## src/rtl/uart_pkg.sv

```systemverilog
// rtl/uart_pkg.sv - shared UART constants and FSM state encoding
//
// Holds the data width, the default bit period, and the transmitter FSM state
// type used by uart_tx_buf. The PARITY state exists only when
// UART_TX_PARITY_EN is defined.
package uart_pkg;

    localparam int UART_DATA_W           = 8;
    localparam int UART_CLKS_PER_BIT_DEF = 868;   // 115200 baud at 100 MHz

    typedef enum logic [2:0] {
        ST_IDLE   = 3'd0,
        ST_START  = 3'd1,
        ST_DATA   = 3'd2,
`ifdef UART_TX_PARITY_EN
        ST_PARITY = 3'd3,
`endif
        ST_STOP   = 3'd4
    } uart_state_e;

endpackage

```

## src/rtl/uart_byte_fifo.sv

```systemverilog
// rtl/uart_byte_fifo.sv - small byte FIFO feeding the UART transmitter
//
// Ports:
//   clk, rstn      clock, synchronous active-low reset
//   push, wr_data  write request and byte; ignored when full unless popping
//   pop            read request; rd_data is the head byte (valid while !empty)
//   full, empty    occupancy flags
//   count          current occupancy, 0..DEPTH
// DEPTH must be a power of two so the pointers wrap naturally.
module uart_byte_fifo #(
    parameter int DEPTH  = 4,
    parameter int DATA_W = 8
) (
    input  logic                     clk,
    input  logic                     rstn,
    input  logic                     push,
    input  logic [DATA_W-1:0]        wr_data,
    input  logic                     pop,
    output logic [DATA_W-1:0]        rd_data,
    output logic                     full,
    output logic                     empty,
    output logic [$clog2(DEPTH):0]   count
);

    localparam int AW = $clog2(DEPTH);
    localparam int CW = AW + 1;

    logic [DATA_W-1:0] mem [DEPTH];
    logic [AW-1:0]     wr_ptr;
    logic [AW-1:0]     rd_ptr;
    logic              do_push;
    logic              do_pop;

    assign do_pop  = pop & ~empty;
    // A pop on the same edge frees the head slot, so a push while full is
    // accepted; the head was already read out combinationally before the edge.
    assign do_push = push & (~full | do_pop);

    assign rd_data = mem[rd_ptr];
    assign full    = (count == CW'(DEPTH));
    assign empty   = (count == '0);

    always_ff @(posedge clk) begin
        if (do_push) begin
            mem[wr_ptr] <= wr_data;
        end
    end

    always_ff @(posedge clk) begin
        if (!rstn) begin
            wr_ptr <= '0;
            rd_ptr <= '0;
            count  <= '0;
        end else begin
            if (do_push) begin
                wr_ptr <= wr_ptr + AW'(1);
            end
            if (do_pop) begin
                rd_ptr <= rd_ptr + AW'(1);
            end
            case ({do_push, do_pop})
                2'b10:   count <= count + CW'(1);
                2'b01:   count <= count - CW'(1);
                default: count <= count;
            endcase
        end
    end

endmodule

```

## src/rtl/uart_tx_buf.sv

```systemverilog
// rtl/uart_tx_buf.sv - buffered UART transmitter with edge-detected start
//
// Ports:
//   clk, rstn  clock, synchronous active-low reset
//   start_i    level request; each rising edge queues data_i once
//   data_i     byte to send, captured on the start_i rising edge
//   tx_o       serial line, idle high, 8 data bits LSB first
//   busy_o     frame on the line or bytes still queued
//   full_o     FIFO holds FIFO_DEPTH bytes
//   drop_o     one-cycle pulse after a byte was discarded on overflow
// Build option: UART_TX_PARITY_EN adds an even parity bit (8E1 frame).
module uart_tx_buf
    import uart_pkg::*;
#(
    parameter int CLKS_PER_BIT = UART_CLKS_PER_BIT_DEF,
    parameter int FIFO_DEPTH   = 4
) (
    input  logic                   clk,
    input  logic                   rstn,
    input  logic                   start_i,
    input  logic [UART_DATA_W-1:0] data_i,
    output logic                   tx_o,
    output logic                   busy_o,
    output logic                   full_o,
    output logic                   drop_o
);

    localparam int TW = (CLKS_PER_BIT > 1) ? $clog2(CLKS_PER_BIT) : 1;
    localparam int CW = $clog2(FIFO_DEPTH) + 1;

    uart_state_e            state;
    logic                   start_prev;
    logic                   push;
    logic                   pop;
    logic                   drop;
    logic                   bit_end;
    logic [TW-1:0]          timer;
    logic [2:0]             bit_idx;
    logic [UART_DATA_W-1:0] shreg;
    logic [UART_DATA_W-1:0] fifo_data;
    logic                   fifo_full;
    logic                   fifo_empty;
    logic [CW-1:0]          fifo_count;
`ifdef UART_TX_PARITY_EN
    logic                   par_bit;
`endif

    // The upstream holds start_i high for a long time; only its rising edge
    // counts as a request.
    assign push    = start_i & ~start_prev;
    assign pop     = (state == ST_IDLE) & ~fifo_empty;
    assign drop    = push & fifo_full & ~pop;
    assign bit_end = (timer == TW'(CLKS_PER_BIT - 1));

    uart_byte_fifo #(
        .DEPTH  (FIFO_DEPTH),
        .DATA_W (UART_DATA_W)
    ) u_fifo (
        .clk     (clk),
        .rstn    (rstn),
        .push    (push),
        .wr_data (data_i),
        .pop     (pop),
        .rd_data (fifo_data),
        .full    (fifo_full),
        .empty   (fifo_empty),
        .count   (fifo_count)
    );

    always_ff @(posedge clk) begin
        if (!rstn) begin
            state      <= ST_IDLE;
            start_prev <= 1'b0;
            drop_o     <= 1'b0;
            timer      <= '0;
            bit_idx    <= '0;
            shreg      <= '0;
`ifdef UART_TX_PARITY_EN
            par_bit    <= 1'b0;
`endif
        end else begin
            start_prev <= start_i;
            drop_o     <= drop;

            if (state == ST_IDLE || bit_end) begin
                timer <= '0;
            end else begin
                timer <= timer + TW'(1);
            end

            case (state)
                ST_IDLE: begin
                    if (pop) begin
                        shreg   <= fifo_data;
                        bit_idx <= '0;
`ifdef UART_TX_PARITY_EN
                        par_bit <= ^fifo_data;
`endif
                        state   <= ST_START;
                    end
                end
                ST_START: begin
                    if (bit_end) begin
                        state <= ST_DATA;
                    end
                end
                ST_DATA: begin
                    if (bit_end) begin
                        shreg   <= {1'b0, shreg[UART_DATA_W-1:1]};
                        bit_idx <= bit_idx + 3'd1;
                        if (bit_idx == 3'd7) begin
`ifdef UART_TX_PARITY_EN
                            state <= ST_PARITY;
`else
                            state <= ST_STOP;
`endif
                        end
                    end
                end
`ifdef UART_TX_PARITY_EN
                ST_PARITY: begin
                    if (bit_end) begin
                        state <= ST_STOP;
                    end
                end
`endif
                ST_STOP: begin
                    // Returning to IDLE guarantees at least one idle cycle
                    // before the next frame is popped.
                    if (bit_end) begin
                        state <= ST_IDLE;
                    end
                end
                default: state <= ST_IDLE;
            endcase
        end
    end

    always_comb begin
        tx_o = 1'b1;
        case (state)
            ST_START:  tx_o = 1'b0;
            ST_DATA:   tx_o = shreg[0];
`ifdef UART_TX_PARITY_EN
            ST_PARITY: tx_o = par_bit;
`endif
            default:   tx_o = 1'b1;
        endcase
    end

    assign busy_o = (state != ST_IDLE) | (fifo_count != '0);
    assign full_o = fifo_full;

endmodule
```

## config.mk

```make
export PLATFORM = sky130hd
export DESIGN_NAME = uart_tx_buf
export DESIGN_NICKNAME = d
export VERILOG_FILES = /design/src/rtl/uart_pkg.sv /design/src/rtl/uart_byte_fifo.sv /design/src/rtl/uart_tx_buf.sv
export SDC_FILE = /design/constraint.sdc
export NUM_CORES = 1
export LEC_CHECK = 0
export CORE_AREA = 2 2 101 64
export DETAILED_ROUTE_END_ITERATION = 8
export DIE_AREA = 0 0 103 66
export PLACE_DENSITY = 0.67
export SYNTH_ARGS = -nofsm -noshare
export SYNTH_HDL_FRONTEND = slang
export SYNTH_HIERARCHICAL = 1
export SYNTH_SLANG_ARGS = --single-unit
```

## constraint.sdc

```tcl
create_clock -name clk -period 3.7 [get_ports clk]
set_input_delay 1.11 -clock clk [delete_from_list [all_inputs] [get_ports clk]]
set_output_delay 1.11 -clock clk [all_outputs]
set_load 0.05 [all_outputs]
```

==> summary.md <==
| Metric | Value |
|---|---|
| Status | `finished, final reports clean` |
| Hold path depth | `1` |
| Synth-to-layout area growth | `13.6%` |
| Clk_lat worst skew | `330 ps` |
| Number of synthesis warnings | `6` |
| Synth async-reset ratio | `0%` |
| Share of cells above drive strength 1 | `12.4%` |
| Yosys cell types | `52` |
| Clk sinks | `67` |
| Area after DPL | `0.00308 mm^2` |
| Clk slew on worst S/H paths | `60 ps` |
| Tot Pwr | `2070 uW` |
| Final Setup Violations | `0` |
| Post-Syn Area | `0.00287 mm^2` |
| Number of diodes | `0` |
| Worst slew margin | `41.7%` |
| CTS tree | `done` |
| Vias in the first global route | `1694` |
| Type of element capturing the critical path | `output pin` |
| DR iter-0 viols | `66` |
| Starting density of the core | `48.6%` |
| Vert. Die Dim | `66 um` |
| Port bufs | `14` |
| Leak | `0.00116 uW` |
| Final Cycle Share | `94.6%` |
| Setup CP Type | `register to output pin` |
| Hold Violations, Final | `0` |
| RePlAce Congestion | `0.766` |
| Worst-Margin Slew | `866 ps` |
| CP Data Required Time | `2590 ps` |
| GR Overflow Total | `0` |
| Post-CTS Hold Buffers | `0` |
| Worst setup SP type | `register` |
| Post-Syn Area per Cell | `12.7 um^2` |
| Post-CTS Resized | `0` |
| Mapped Cells | `225` |
| Mapped Nets | `245` |
| First-pass GRT wire length | `8.48 mm` |
| Crit-path max FO | `8` |
| Nets | `264` |
| Vias | `1686` |
| Post-route ant nets | `0` |
| H-tree depth | `3` |
| Total Negative Setup Slacks | `0 ps` |
| Final instance area | `0.00326 mm^2` |
| Clk buf depth | `2` |
| Count of pins over their slew limit | `0` |
| Clk_skew | `8.09 ps` |
| Initial antenna violation count | `0` |
| HPWL after detailed placement | `3.46 mm` |
| Routed wire per std cell | `14.7 um` |
| Largest net degree at the start of global routing | `17` |
| 1st-pass router iterations | `4` |
| Seq/Total Area, Yosys | `58.0%` |
| Global Route Usage Sum | `17.1%` |
| FP Rows | `22` |
| Worst Reg2Reg Path Length in Cells | `10` |
| VDD IR-drop max | `453 uV` |
| I/O pin count | `15` |
| Drt total wl | `4.88 mm` |
| Post-synth EDFFs | `32` |
| Post-CTS Setup Bufs | `0` |
| Drt drc | `0` |
| Pwr/cell area | `637 mW/mm^2` |
| Hold crit path type | `register to register` |
| Die W | `103 um` |
| DIE AREA | `0.00680 mm^2` |
| Root buf cell | `clkbuf_8` |
| Critical Path AT | `2390 ps` |
| Number of max-cap violations | `0` |
| Fmax | `286 MHz` |
| Total core area | `0.00589 mm^2` |
| Flops & latches, synth | `67` |
| CTS buffer count | `9` |
| Main synth FF type | `dfxtp_1` |
| RSZ-0062 raised after global routing | `no` |
| Vias per cell | `5.06` |
| Final min period | `3500 ps` |
[worst max-delay path, stage by stage (launching register included)]
cell,delay (ps)
dfxtp_1,360
or3_2,540
or4_1,440
clkdlybuf4s50_1,720
[synth_stat cells (2+ instances only)]
| cell | number | share of area (%) |
|---|---|---|
| buf_6 | 2 | 0.79 |
| clkbuf_1 | 3 | 0.39 |
| nor3_1 | 3 | 0.52 |
| xor2_1 | 3 | 0.92 |
| nand3_1 | 6 | 1.0 |
| dfxtp_1 | 35 | 24 |
| o31ai_1 | 7 | 1.8 |
| inv_1 | 10 | 1.3 |
| a21oi_1 | 10 | 1.7 |
| edfxtp_1 | 32 | 34 |
| and2_1 | 8 | 1.7 |
| nand2b_1 | 2 | 0.44 |
| nand2_1 | 14 | 1.8 |
| o21ai_0 | 7 | 1.2 |
| or3_1 | 3 | 0.66 |
| mux2i_1 | 12 | 4.2 |
| nor2_1 | 12 | 1.6 |
| nor4_1 | 2 | 0.44 |
| o21a_1 | 2 | 0.52 |
| ha_1 | 8 | 3.5 |
| xnor2_1 | 6 | 1.8 |
| mux4_2 | 8 | 6.3 |
[final timing paths]
| kind | slack (ps) | endpoint | startpoint |
|---|---|---|---|
| hold / removal | 470 | timer[0]$_SDFF_PP0_ | timer[0]$_SDFF_PP0_ |
| setup / recovery | 200 | busy_o | state[2]$_SDFFE_PN0P_ |
| setup reg to reg | 1050 | u_fifo/count[2]$_SDFFE_PN0P_ | state[2]$_SDFFE_PN0P_ |
| hold reg to reg | 470 | timer[0]$_SDFF_PP0_ | timer[0]$_SDFF_PP0_ |
[layer usage]
layer	wire length, um	part of all wire (%)	global-route usage [%]	vias to the layer above
li1	-	-	-	862
met3	204	4.2	6.77	2
met1	2630	54	25.5	792
met5	0	0	0	-
met4	27	0.55	6.41	0
met2	2010	41	22.2	30
[state kept, by name, indices dropped and copies added, names as in the netlist, named ones only]
register / flops
drop_o: 1
u_fifo/wr_ptr: 2
u_fifo/count: 3
u_fifo/mem: 32
shreg: 8
u_fifo/rd_ptr: 2
bit_idx: 3
start_prev: 1
timer: 10
state: 3
[power by group]
group	switching, uW	internal [uW]
logic	311	246
registers	87.0	877
clock network	247	306
[per-stage QoR]
stage          util [%]  setup WS (ps)  hold WS [ps]  std cells
6_report           55.3            199           468        333
5_1_grt            55.3           88.3           490        333
4_1_cts            55.3            165           466        333
3_5_place_dp       52.3            442           455        317
3_3_place_gp       52.3            517           445        317
2_1_floorplan         -            853           430        225
[cell usage in the layout, fill, tap and decap left out, types with 2 or more instances in the layout]
cell / count
o31ai_1: 7
clkbuf_8: 9
nor2_1: 12
buf_4: 2
and2_1: 8
xnor2_1: 6
clkbuf_1: 3
a21oi_1: 10
nand2b_1: 2
xor2_1: 3
or3_1: 3
mux4_2: 8
edfxtp_1: 32
o21a_1: 2
clkdlybuf4s50_1: 14
inv_1: 10
mux2i_1: 12
dfxtp_1: 35
nor4_1: 2
ha_1: 8
nand3_1: 6
nand2_1: 14
o21ai_0: 7
clkinv_1: 2
nor3_1: 3
[kinds of logic (layout without fill, tap and decap cells)]
kind of cell / count (synthesis) / after routing / synth area share, %
DFF: 67 / 67 / 58.0
xor gates and xnor gates: 9 / 9 / 2.75
buffers and inverters: 18 / 42 / 2.97
AOI/OAI and AO/OA: 31 / 31 / 6.81
and+or+nand+nor: 71 / 71 / 14.8
adders and majority gates: 9 / 9 / 4.19
muxes: 20 / 20 / 10.5
[layout make-up]
type / instances / area (um^2)
Sequential cell: 67 / 1660
Fill cell: 511 / 2640
Clock inverter: 4 / 42.5
Multi-Input combinational cell: 140 / 1120
Inverter: 10 / 37.5
Tap cell: 84 / 105
Timing Repair Buffer: 16 / 155
Clock buffer: 12 / 135
Note: power is estimated with default switching activity, not from simulation.
